`src/rtl/reg_ctx_seq_pkg.sv`:
```
// Shared types and sizing for the register-context sequencer.
// Holds the state encoding and the spill/fill direction codes.
package reg_ctx_pkg;
  localparam int NUM_REGS = 4;
  localparam int RA_W     = 2;
  localparam int DW       = 8;
  localparam int MA_W     = 8;

  localparam logic DIR_SPILL = 1'b0;
  localparam logic DIR_FILL  = 1'b1;

  typedef enum logic [1:0] {
    IDLE  = 2'd0,
    SPILL = 2'd1,
    FILL  = 2'd2,
    DONE  = 2'd3
  } state_t;
endpackage

```
`src/rtl/reg_ctx_seq_if.sv`:
```
// Request, register-file and data-memory signals of the context sequencer.
// The master modport is the core side; the sequencer connects through slave.
interface reg_ctx_seq_if;
  import reg_ctx_pkg::*;

  logic            start;
  logic            dir;
  logic [MA_W-1:0] base_addr;
  logic            busy;
  logic            done;
  logic [RA_W-1:0] rf_rd_addr;
  logic [DW-1:0]   rf_rd_data;
  logic            rf_wr_en;
  logic [RA_W-1:0] rf_wr_addr;
  logic [DW-1:0]   rf_wr_data;
  logic [MA_W-1:0] mem_addr;
  logic            mem_wr_en;
  logic [DW-1:0]   mem_wr_data;
  logic [DW-1:0]   mem_rd_data;

  modport master (
    output start, dir, base_addr, rf_rd_data, mem_rd_data,
    input  busy, done, rf_rd_addr, rf_wr_en, rf_wr_addr, rf_wr_data,
           mem_addr, mem_wr_en, mem_wr_data
  );

  modport slave (
    input  start, dir, base_addr, rf_rd_data, mem_rd_data,
    output busy, done, rf_rd_addr, rf_wr_en, rf_wr_addr, rf_wr_data,
           mem_addr, mem_wr_en, mem_wr_data
  );
endinterface

```
`src/rtl/reg_ctx_seq.sv`:
```
// Register-context sequencer: spills the register file to memory or fills it back.
// Define REG_CTX_KEEP_R0_EN to leave register 0 (and memory at base+0) untouched.
module reg_ctx_seq
  import reg_ctx_pkg::*;
(
  input  logic         clk,
  input  logic         reset,
  reg_ctx_seq_if.slave bus
);

`ifdef REG_CTX_KEEP_R0_EN
  localparam logic [RA_W-1:0] FIRST_IDX = RA_W'(1);
`else
  localparam logic [RA_W-1:0] FIRST_IDX = RA_W'(0);
`endif
  localparam logic [RA_W-1:0] LAST_IDX = RA_W'(NUM_REGS - 1);

  state_t          state;
  logic [RA_W-1:0] idx;
  logic            dir_q;
  logic [MA_W-1:0] base_q;
  logic [MA_W-1:0] xfer_addr;
  logic            xfer;

  always_ff @(posedge clk or posedge reset) begin
    if (reset) begin
      state  <= IDLE;
      idx    <= '0;
      dir_q  <= DIR_SPILL;
      base_q <= '0;
    end else begin
      case (state)
        IDLE: begin
          if (bus.start) begin
            base_q <= bus.base_addr;
            dir_q  <= bus.dir;
            idx    <= FIRST_IDX;
            state  <= (bus.dir == DIR_FILL) ? FILL : SPILL;
          end
        end
        SPILL, FILL: begin
          idx <= idx + 1'b1;
          if (idx == LAST_IDX) state <= DONE;
        end
        DONE:    state <= IDLE;
        default: state <= IDLE;
      endcase
    end
  end

  // Memory offset tracks the register index, wrapping modulo the address space.
  assign xfer_addr = base_q + {{(MA_W-RA_W){1'b0}}, idx};
  assign xfer      = (state == SPILL) || (state == FILL);

  always_comb begin
    bus.busy        = xfer;
    bus.done        = (state == DONE);
    bus.rf_rd_addr  = '0;
    bus.rf_wr_en    = 1'b0;
    bus.rf_wr_addr  = '0;
    bus.rf_wr_data  = '0;
    bus.mem_addr    = '0;
    bus.mem_wr_en   = 1'b0;
    bus.mem_wr_data = '0;
    if (xfer) begin
      bus.mem_addr = xfer_addr;
      if (dir_q == DIR_SPILL) begin
        bus.rf_rd_addr  = idx;
        bus.mem_wr_en   = 1'b1;
        bus.mem_wr_data = bus.rf_rd_data;
      end else begin
        bus.rf_wr_en   = 1'b1;
        bus.rf_wr_addr = idx;
        bus.rf_wr_data = bus.mem_rd_data;
      end
    end
  end

endmodule

```
`src/flat_wrapper.sv`:
```
// flat-port wrapper written by rule: the top's interface ports become plain ports
module reg_ctx_seq_flat import reg_ctx_pkg::*;
  (clk, reset, bus_start, bus_dir, bus_base_addr, bus_rf_rd_data, bus_mem_rd_data, bus_busy, bus_done, bus_rf_rd_addr, bus_rf_wr_en, bus_rf_wr_addr, bus_rf_wr_data, bus_mem_addr, bus_mem_wr_en, bus_mem_wr_data);
  reg_ctx_seq_if bus_i ();
  input  logic clk;
  input  logic reset;
  input wire logic [$bits(bus_i.start)-1:0] bus_start;
  input wire logic [$bits(bus_i.dir)-1:0] bus_dir;
  input wire logic [$bits(bus_i.base_addr)-1:0] bus_base_addr;
  input wire logic [$bits(bus_i.rf_rd_data)-1:0] bus_rf_rd_data;
  input wire logic [$bits(bus_i.mem_rd_data)-1:0] bus_mem_rd_data;
  output wire logic [$bits(bus_i.busy)-1:0] bus_busy;
  output wire logic [$bits(bus_i.done)-1:0] bus_done;
  output wire logic [$bits(bus_i.rf_rd_addr)-1:0] bus_rf_rd_addr;
  output wire logic [$bits(bus_i.rf_wr_en)-1:0] bus_rf_wr_en;
  output wire logic [$bits(bus_i.rf_wr_addr)-1:0] bus_rf_wr_addr;
  output wire logic [$bits(bus_i.rf_wr_data)-1:0] bus_rf_wr_data;
  output wire logic [$bits(bus_i.mem_addr)-1:0] bus_mem_addr;
  output wire logic [$bits(bus_i.mem_wr_en)-1:0] bus_mem_wr_en;
  output wire logic [$bits(bus_i.mem_wr_data)-1:0] bus_mem_wr_data;
  assign bus_i.start = bus_start;
  assign bus_i.dir = bus_dir;
  assign bus_i.base_addr = bus_base_addr;
  assign bus_i.rf_rd_data = bus_rf_rd_data;
  assign bus_i.mem_rd_data = bus_mem_rd_data;
  assign bus_busy = bus_i.busy;
  assign bus_done = bus_i.done;
  assign bus_rf_rd_addr = bus_i.rf_rd_addr;
  assign bus_rf_wr_en = bus_i.rf_wr_en;
  assign bus_rf_wr_addr = bus_i.rf_wr_addr;
  assign bus_rf_wr_data = bus_i.rf_wr_data;
  assign bus_mem_addr = bus_i.mem_addr;
  assign bus_mem_wr_en = bus_i.mem_wr_en;
  assign bus_mem_wr_data = bus_i.mem_wr_data;
  reg_ctx_seq u_core (.clk(clk), .reset(reset), .bus(bus_i));
endmodule
```
`config.mk`:
```
export PLATFORM = sky130hd
export DESIGN_NAME = reg_ctx_seq_flat
export DESIGN_NICKNAME = d
export VERILOG_FILES = /design/src/rtl/reg_ctx_seq_pkg.sv /design/src/rtl/reg_ctx_seq_if.sv /design/src/rtl/reg_ctx_seq.sv /design/src/flat_wrapper.sv
export SDC_FILE = /design/constraint.sdc
export NUM_CORES = 1
export LEC_CHECK = 0
export CAP_MARGIN = 25
export CELL_PAD_IN_SITES_DETAIL_PLACEMENT = 1
export CELL_PAD_IN_SITES_GLOBAL_PLACEMENT = 1
export CORE_MARGIN = 2
export CORE_UTILIZATION = 25
export DETAILED_ROUTE_END_ITERATION = 12
export HOLD_SLACK_MARGIN = 0.12
export PLACE_DENSITY = 0.84
export SLEW_MARGIN = 20
export SYNTH_ARGS = -nofsm -noshare
export SYNTH_HDL_FRONTEND = slang
export SYNTH_SLANG_ARGS = --single-unit
```
`constraint.sdc`:
```
create_clock -name clk -period 2.1 [get_ports clk]
set_input_delay 0.525 -clock clk [delete_from_list [all_inputs] [get_ports clk]]
set_output_delay 0.525 -clock clk [all_outputs]
set_load 0.05 [all_outputs]
```
======== Yosys cells after proc, flatten, opt, wreduce, memory -nomap -nowiden ========
Index checks and enable logic that the tools add are counted.
Widths: inputs -> output; s select.
cells by class
  $add $sub $neg .......................... 2
  equality and inequality tests ........... 6
  muxes and demuxes ....................... 19
  reductions and logical operators ........ 7
operator list
  cell                 number
  $mux 8               5
  $mux 2               8
  $add 8x2->8          1
  $eq 2x2->1 const B   3
  $pmux 2 s3           1
  $reduce_and 2->1     3
  $mux 1               4
  $pmux 2 s2           1
  $add 2x1->2 const B  1
  $eq 2x1->1 const B   1
  $logic_not 2->1      1
  $ne 2x1->1 const B   1
  $ne 2x2->1 const B   1
  $reduce_bool 2->1    1
  $reduce_or 2->1      1
  $logic_or 1x1->1     1
word-level totals
  flip-flop bits (word level) ............. 13
  bits of input ports ..................... 28
  output and inout port bits .............. 32
  word-level logic and storage cells ...... 38

======== Logic depth before layout (Yosys ltp) ========
Gate-level depths: netlist of run 1.
  depth after elaboration ................. 4
  gate-level depth with buffers ........... 6
  depth with buffers taken out ............ 5

======== Worst setup path after synthesis of run 1 ========
OpenSTA, ideal clock, no wires.
  path type ............................... register to output
  from .................................... register u_core.state[0]
  to ...................................... output bus_mem_wr_data[0]
  data arrival time ....................... 2.428 ns
  required time ........................... 1.575 ns
  slack ................................... -0.853 ns
  stages on the path, launching flop included .. 7
  buffers on the path ..................... 1
  cell sequence ........................... dfrtp_1 -> inv_1 -> ha_1 -> inv_1 -> nor2_1 -> clkbuf_1 -> and2_1
on the way
  word-level cells in the longest chain between the ends .. 3
  elaborated cells on any way between the ends .. 4
  those cells by class .................... 2 x eq/ne; 1 x mux; 1 x reduce/logical
ends and longest elaborated chain
  element                                   RTL line            RTL
  from (decl)                               reg_ctx_seq.sv:18   state_t state;
  from (signal assigned)                    reg_ctx_seq.sv:38   state <= (bus.dir == DIR_FILL) ? FILL : SPILL;
  $eq 2x1->1 or $eq 2x2->1 (tied branches)  reg_ctx_seq.sv:53   assign xfer = (state == SPILL) || (state == FILL);
  $logic_or 1x1->1 (*)                      reg_ctx_seq.sv:53
  via bus_busy                              flat_wrapper.sv:12  output wire logic [$bits(bus_i.busy)-1:0] bus_busy;
  $mux 8 (*)                                reg_ctx_seq.sv:65   if (xfer) begin
  to (decl)                                 flat_wrapper.sv:20  output wire logic [$bits(bus_i.mem_wr_data)-1:0] bus_mem_wr_data;
The timed path passes the listed nets; every way through them passes the cells marked *.

======== Worst setup path after layout of run 1 ========
  from .................................... register u_core.base_q[0]
  to ...................................... output bus_mem_addr[6]
on the way
  word-level cells in the longest chain between the ends .. 2
ends and longest elaborated chain
  element                 RTL line            RTL
  from (decl)             reg_ctx_seq.sv:21   logic [MA_W-1:0] base_q;
  from (signal assigned)  reg_ctx_seq.sv:35   base_q <= bus.base_addr;
  $add 8x2->8             reg_ctx_seq.sv:52   assign xfer_addr = base_q + {{(MA_W-RA_W){1'b0}}, idx};
  $mux 8                  reg_ctx_seq.sv:65
  to (decl)               flat_wrapper.sv:18  output wire logic [$bits(bus_i.mem_addr)-1:0] bus_mem_addr;
No other way between the ends.

==> flow_summary.yaml, run 1 <==
outcome:
  outcome: "finished with violations"
  violations: "negative setup slack"
floorplan:
  core_um2: 3630
  die_y_um: 65.1
  initial_utilization: 0.257
  dieArea_um2: 4240
  fp-row-count: 22
  pin_count: 60
  die_x_um: 65.1
layout:
  syn_to_final_growth_pct: 142
  diodes: 0
  instances_no_fill: 222
  drive_gt1_frac: 0.552
  layout.nets: 210
  fin_area_um2: 2260
timing:
  fmax_ghz: 0.417
  setup_viol: 7
  fin_skew_ps: 1.32
  rsz0062_at_grt: "yes"
  finalSetupTns_ps: -1630
  hold_violations: 0
  setup_ws_ps: -296
  fin_crit_ps: 2400
  tightest_slew_ps: 491
  finalCritPeriodShare: 1.14
  finalMaxSlewViolations: 0
  relSlewSlack: 0.672
synth:
  async_reset_ff_frac: 1.00
  netlist_top_cells_area: "dfrtp_1 (35%), mux2_2 (11%), and2_1 (8.7%)"
  yosysTopAreaCell: "dfrtp_1"
  synth_area_um2: 933
  yosysWarningCount: 0
  ys_types: 28
  synth_fp_nets: 135
  yosys-top-cells-count: "and2_1 (13), dfrtp_1 (13), and3_1 (10)"
  ys_seq_elements: 13
  synthCells: 100
  synth_edf_count: 0
  yosysSeqAreaShare: 0.349
  yosys_most_used_dff: "dfrtp_1"
  synth_top_area_frac: 0.349
  post_synth.cell_area_avg_um2: 9.33
routing:
  drt_iter0_markers: 29
  num_vias: 1069
  drcViolationCount: 0
  routedWlPerCell_um: 18.3
  routed_wl_um: 4060
  ant_nets: 0
  firstDrtPassIters: 4
  viasPerCell: 4.82
worst_setup_path:
  crit_arrival_ps: 1870
  cpPeakStageDelay_ps: 420
  rrSetupSlack_ps: 640
  required_ps: 1570
  crit_path_top_delay_cell: "dfrtp_1"
  critical_path_class: "register to output port"
  r2r_cells: 6
  critPathMaxFanout: 3
  cp_cell_sequence: "ha_4, fa_2, nand2_1, o21ai_0, a21oi_4, buf_12"
  cp-end-kind: "output port"
  worstReg2RegEnd: "u_core.idx[0]"
  start_kind: "register"
  r2r-start: "u_core.state[0]"
global_routing:
  track_usage: 0.204
  grt_pass1_vias: 1200
  antenna_found_initial: 0
  grt_overflow: 0
  grt_max_degree: 16
  grt_pass1_wl_um: 6380
clock_network:
  cts_tree: "done"
  cts_root_buffer: "clkbuf_8"
  cts_sinks: 13
  cts_buffers: 3
  cts_hold_buf: 0
  h-tree-depth: 1
  clock_latency_ps: 240
  cts.clk_slew.worst_paths_ps: 50
  cts.path.max_buffers: 2
placement:
  place_congestion: 0.804
  post_dp_cell_area_um2: 2030
  dp_cells: 211
  hpwl_um: 2980
  portBuffers: 59
  dp_slack_ps: -155
hold_path:
  holdPathEnd: "u_core.base_q[7]"
  hp-class: "register to register"
  holdPathStages: 1
  hp-start: "u_core.base_q[7]"
flow_run:
  drv_cap: 0
sequential cells by signal, summed over array words and instances, names as in the netlist:
register,count
u_core.base_q,8
u_core.state,2
u_core.dir_q,1
u_core.idx,2
placed cells by master (no fill, tap or decap), types with 4 or more instances in the layout:
cell type        count
buf_12              31
clkdlybuf4s50_1     27
dfrtp_1             13
buf_4               12
and2_4              11
mux2_2               9
nand2_1              7
and3_1               7
o21ai_0              4
a21oi_4              4
buf_6                4
how the worst max path moves through the flow:
stage / startpoint / to / depth (start not counted)
floorplan: u_core.idx[1] / bus_mem_addr[7] / 4
global placement: u_core.base_q[0] / bus_mem_addr[4] / 6
detailed placement: u_core.base_q[1] / bus_mem_addr[3] / 6
CTS: u_core.idx[1] / bus_mem_addr[7] / 6
global route: u_core.base_q[0] / bus_mem_addr[6] / 6
finish: u_core.base_q[0] / bus_mem_addr[6] / 6
worst max-delay path: cells and delay by family (launching register included):
kind | cells | cell delay [ps]
adders and majority gates | 2 | 620
and+or+nand+nor | 1 | 110
buffers and inverters | 1 | 150
AOI/OAI and AO/OA | 2 | 330
DFF | 1 | 420
what timing repair did:
item,CTS,global route
gates resized for setup,20,9
cloned,1,0
endpoints found under the setup margin,30,28
setup buffers,5,1
pin swaps,7,10
per-stage QoR:
stage / hold WS [ps] / util
finish: 552 / 0.622
global route: 580 / 0.622
CTS: 556 / 0.608
detailed placement: 534 / 0.558
global placement: 503 / 0.558
floorplan: 402 / -
kinds of logic after synthesis:
family / share of synthesized area
AO/OA/AOI/OAI: 0.102
XOR/XNOR: 0.0188
adder cells (fa/ha/maj): 0.102
buffers and inverters: 0.0362
flip-flops: 0.349
multiplexers: 0.130
AND/OR/NAND/NOR: 0.263
cell type report:
| class | count | area (um2) |
|---|---|---|
| flip-flops and latches | 13 | 325 |
| well taps | 48 | 60.1 |
| repair buffers | 74 | 1030 |
| multi-input cells | 78 | 782 |
| clock buffers | 4 | 45.0 |
| inverters | 5 | 21.3 |
| fillers | 369 | 1370 |
metal layers:
metal | vias up | GRT usage | part of all wire
met5 | - | 0 | 0
met3 | 11 | 0.0445 | 0.069
met1 | 507 | 0.230 | 0.39
li1 | 497 | - | -
met2 | 54 | 0.374 | 0.52
met4 | 0 | 0.0807 | 0.024
Power of run 1 is left out: the tool's default activity adds up to more than one toggle a clock period on the data nets, which glitch-free logic cannot reach.
==> run 2: changes to the inputs <==
RECOVER_POWER = 25   (was not set)
==> flow_summary.yaml, run 2 (synthesis gave the netlist of run 1 again) <==
routing:
  routedWlPerCell_um: 18.3
  num_vias: 1069
  firstDrtPassIters: 4
  viasPerCell: 4.82
  drcViolationCount: 0
  drt_iter0_markers: 29
  ant_nets: 0
  routed_wl_um: 4060
hold_path:
  holdPathEnd: "u_core.base_q[7]"
  holdPathStages: 1
  hp-start: "u_core.base_q[7]"
  hp-class: "register to register"
timing:
  rsz0062_at_grt: "yes"
  fmax_ghz: 0.417
  fin_skew_ps: 1.32
  relSlewSlack: 0.672
  setup_ws_ps: -296
  finalCritPeriodShare: 1.14
  fin_crit_ps: 2400
  tightest_slew_ps: 491
  finalMaxSlewViolations: 0
  setup_viol: 7
  hold_violations: 0
placement:
  place_congestion: 0.804
  dp_cells: 211
  portBuffers: 59
  hpwl_um: 2980
clock_network:
  cts_root_buffer: "clkbuf_8"
  clock_latency_ps: 240
  h-tree-depth: 1
  cts_tree: "done"
  cts_sinks: 13
  cts.path.max_buffers: 2
  cts_buffers: 3
  cts.clk_slew.worst_paths_ps: 50
layout:
  layout_common_cells: "buf_12 (31), clkdlybuf4s50_1 (26), dfrtp_1 (13)"
  layout.nets: 210
  largest_reg_flops: 8
  largest-register: "u_core.base_q"
  instances_no_fill: 222
  reg_top3: "u_core.base_q x8, u_core.idx x2, u_core.state x2"
  syn_to_final_growth_pct: 142
  diodes: 0
  drive_gt1_frac: 0.552
  layout_commonest_cell: "buf_12"
worst_setup_path:
  required_ps: 1570
  r2r-start: "u_core.state[0]"
  r2r_cells: 6
  rrSetupSlack_ps: 640
  worstReg2RegEnd: "u_core.idx[0]"
  crit_arrival_ps: 1870
  cp-end-kind: "output port"
  critPathMaxFanout: 3
  critical_path_class: "register to output port"
  start_kind: "register"
floorplan:
  die_x_um: 65.1
  dieArea_um2: 4240
  initial_utilization: 0.257
  pin_count: 60
  die_y_um: 65.1
  core_um2: 3630
  fp-row-count: 22
global_routing:
  grt_pass1_wl_um: 6380
  grt_overflow: 0
  grt_pass1_vias: 1200
  grt_max_degree: 16
  antenna_found_initial: 0
  track_usage: 0.204
flow_run:
  drv_cap: 0
outcome:
  outcome: "finished with violations"
  violations: "negative setup slack"
-- run 2: cell count changes in the layout (fill, tap and decap cells not counted), sizes merged --
cell and change:
clkdlybuf4s50 -1, dlygate4sd3 +1
-- run 2: worst max path at each step --
stage	startpoint	endpoint	slack [ps]	depth (start not counted)
finish	u_core.base_q[0]	bus_mem_addr[6]	-300	6
global route	u_core.base_q[0]	bus_mem_addr[6]	-370	6
CTS	u_core.idx[1]	bus_mem_addr[7]	-310	6
detailed placement	u_core.base_q[1]	bus_mem_addr[3]	-150	6
global placement	u_core.base_q[0]	bus_mem_addr[4]	0.6	6
floorplan	u_core.idx[1]	bus_mem_addr[7]	-110	4
-- run 2: per-layer routing --
| layer | track usage | part of all wire |
|---|---|---|
| met5 | 0 | 0 |
| met4 | 0.0807 | 0.024 |
| met3 | 0.0445 | 0.069 |
| met2 | 0.374 | 0.52 |
| met1 | 0.230 | 0.39 |
-- run 2: cell type report --
| type | count | area [um2] |
|---|---|---|
| Clock buffer | 4 | 45.0 |
| Tap cell | 48 | 60.1 |
| Sequential cell | 13 | 325 |
| Fill cell | 369 | 1370 |
| Multi-Input combinational cell | 78 | 782 |
| Timing Repair Buffer | 74 | 1030 |
| Inverter | 5 | 21.3 |
-- run 2: what timing repair did --
item                       CTS  global route
setup endpoints to repair   30            28
pin swaps                    7            10
cloned                       1             0
resized for setup           20             9
hold buffers                 0             0
setup buffers                5             1
-- run 2: stage by stage --
| stage | cell area, um2 | hold slack, ps | utilization | setup WS (ps) | setup TNS, ps |
|---|---|---|---|---|---|
| global placement | 2030 | 503 | 0.558 | 0.594 | 0 |
| CTS | 2210 | 556 | 0.608 | -310 | -1550 |
| detailed placement | 2030 | 534 | 0.558 | -155 | -416 |
| floorplan | 1050 | 402 | - | -112 | -1080 |
| global route | 2260 | 580 | 0.622 | -374 | -2390 |
| finish | 2260 | 552 | 0.622 | -296 | -1630 |
-- run 2: critical path: stages, from the launching register on --
cell and delay (ps):
dfrtp_1 420, ha_4 200, fa_2 420, nand2_1 110, o21ai_0 140, a21oi_4 190, buf_12 150
Power of run 2 is left out for the same reason.
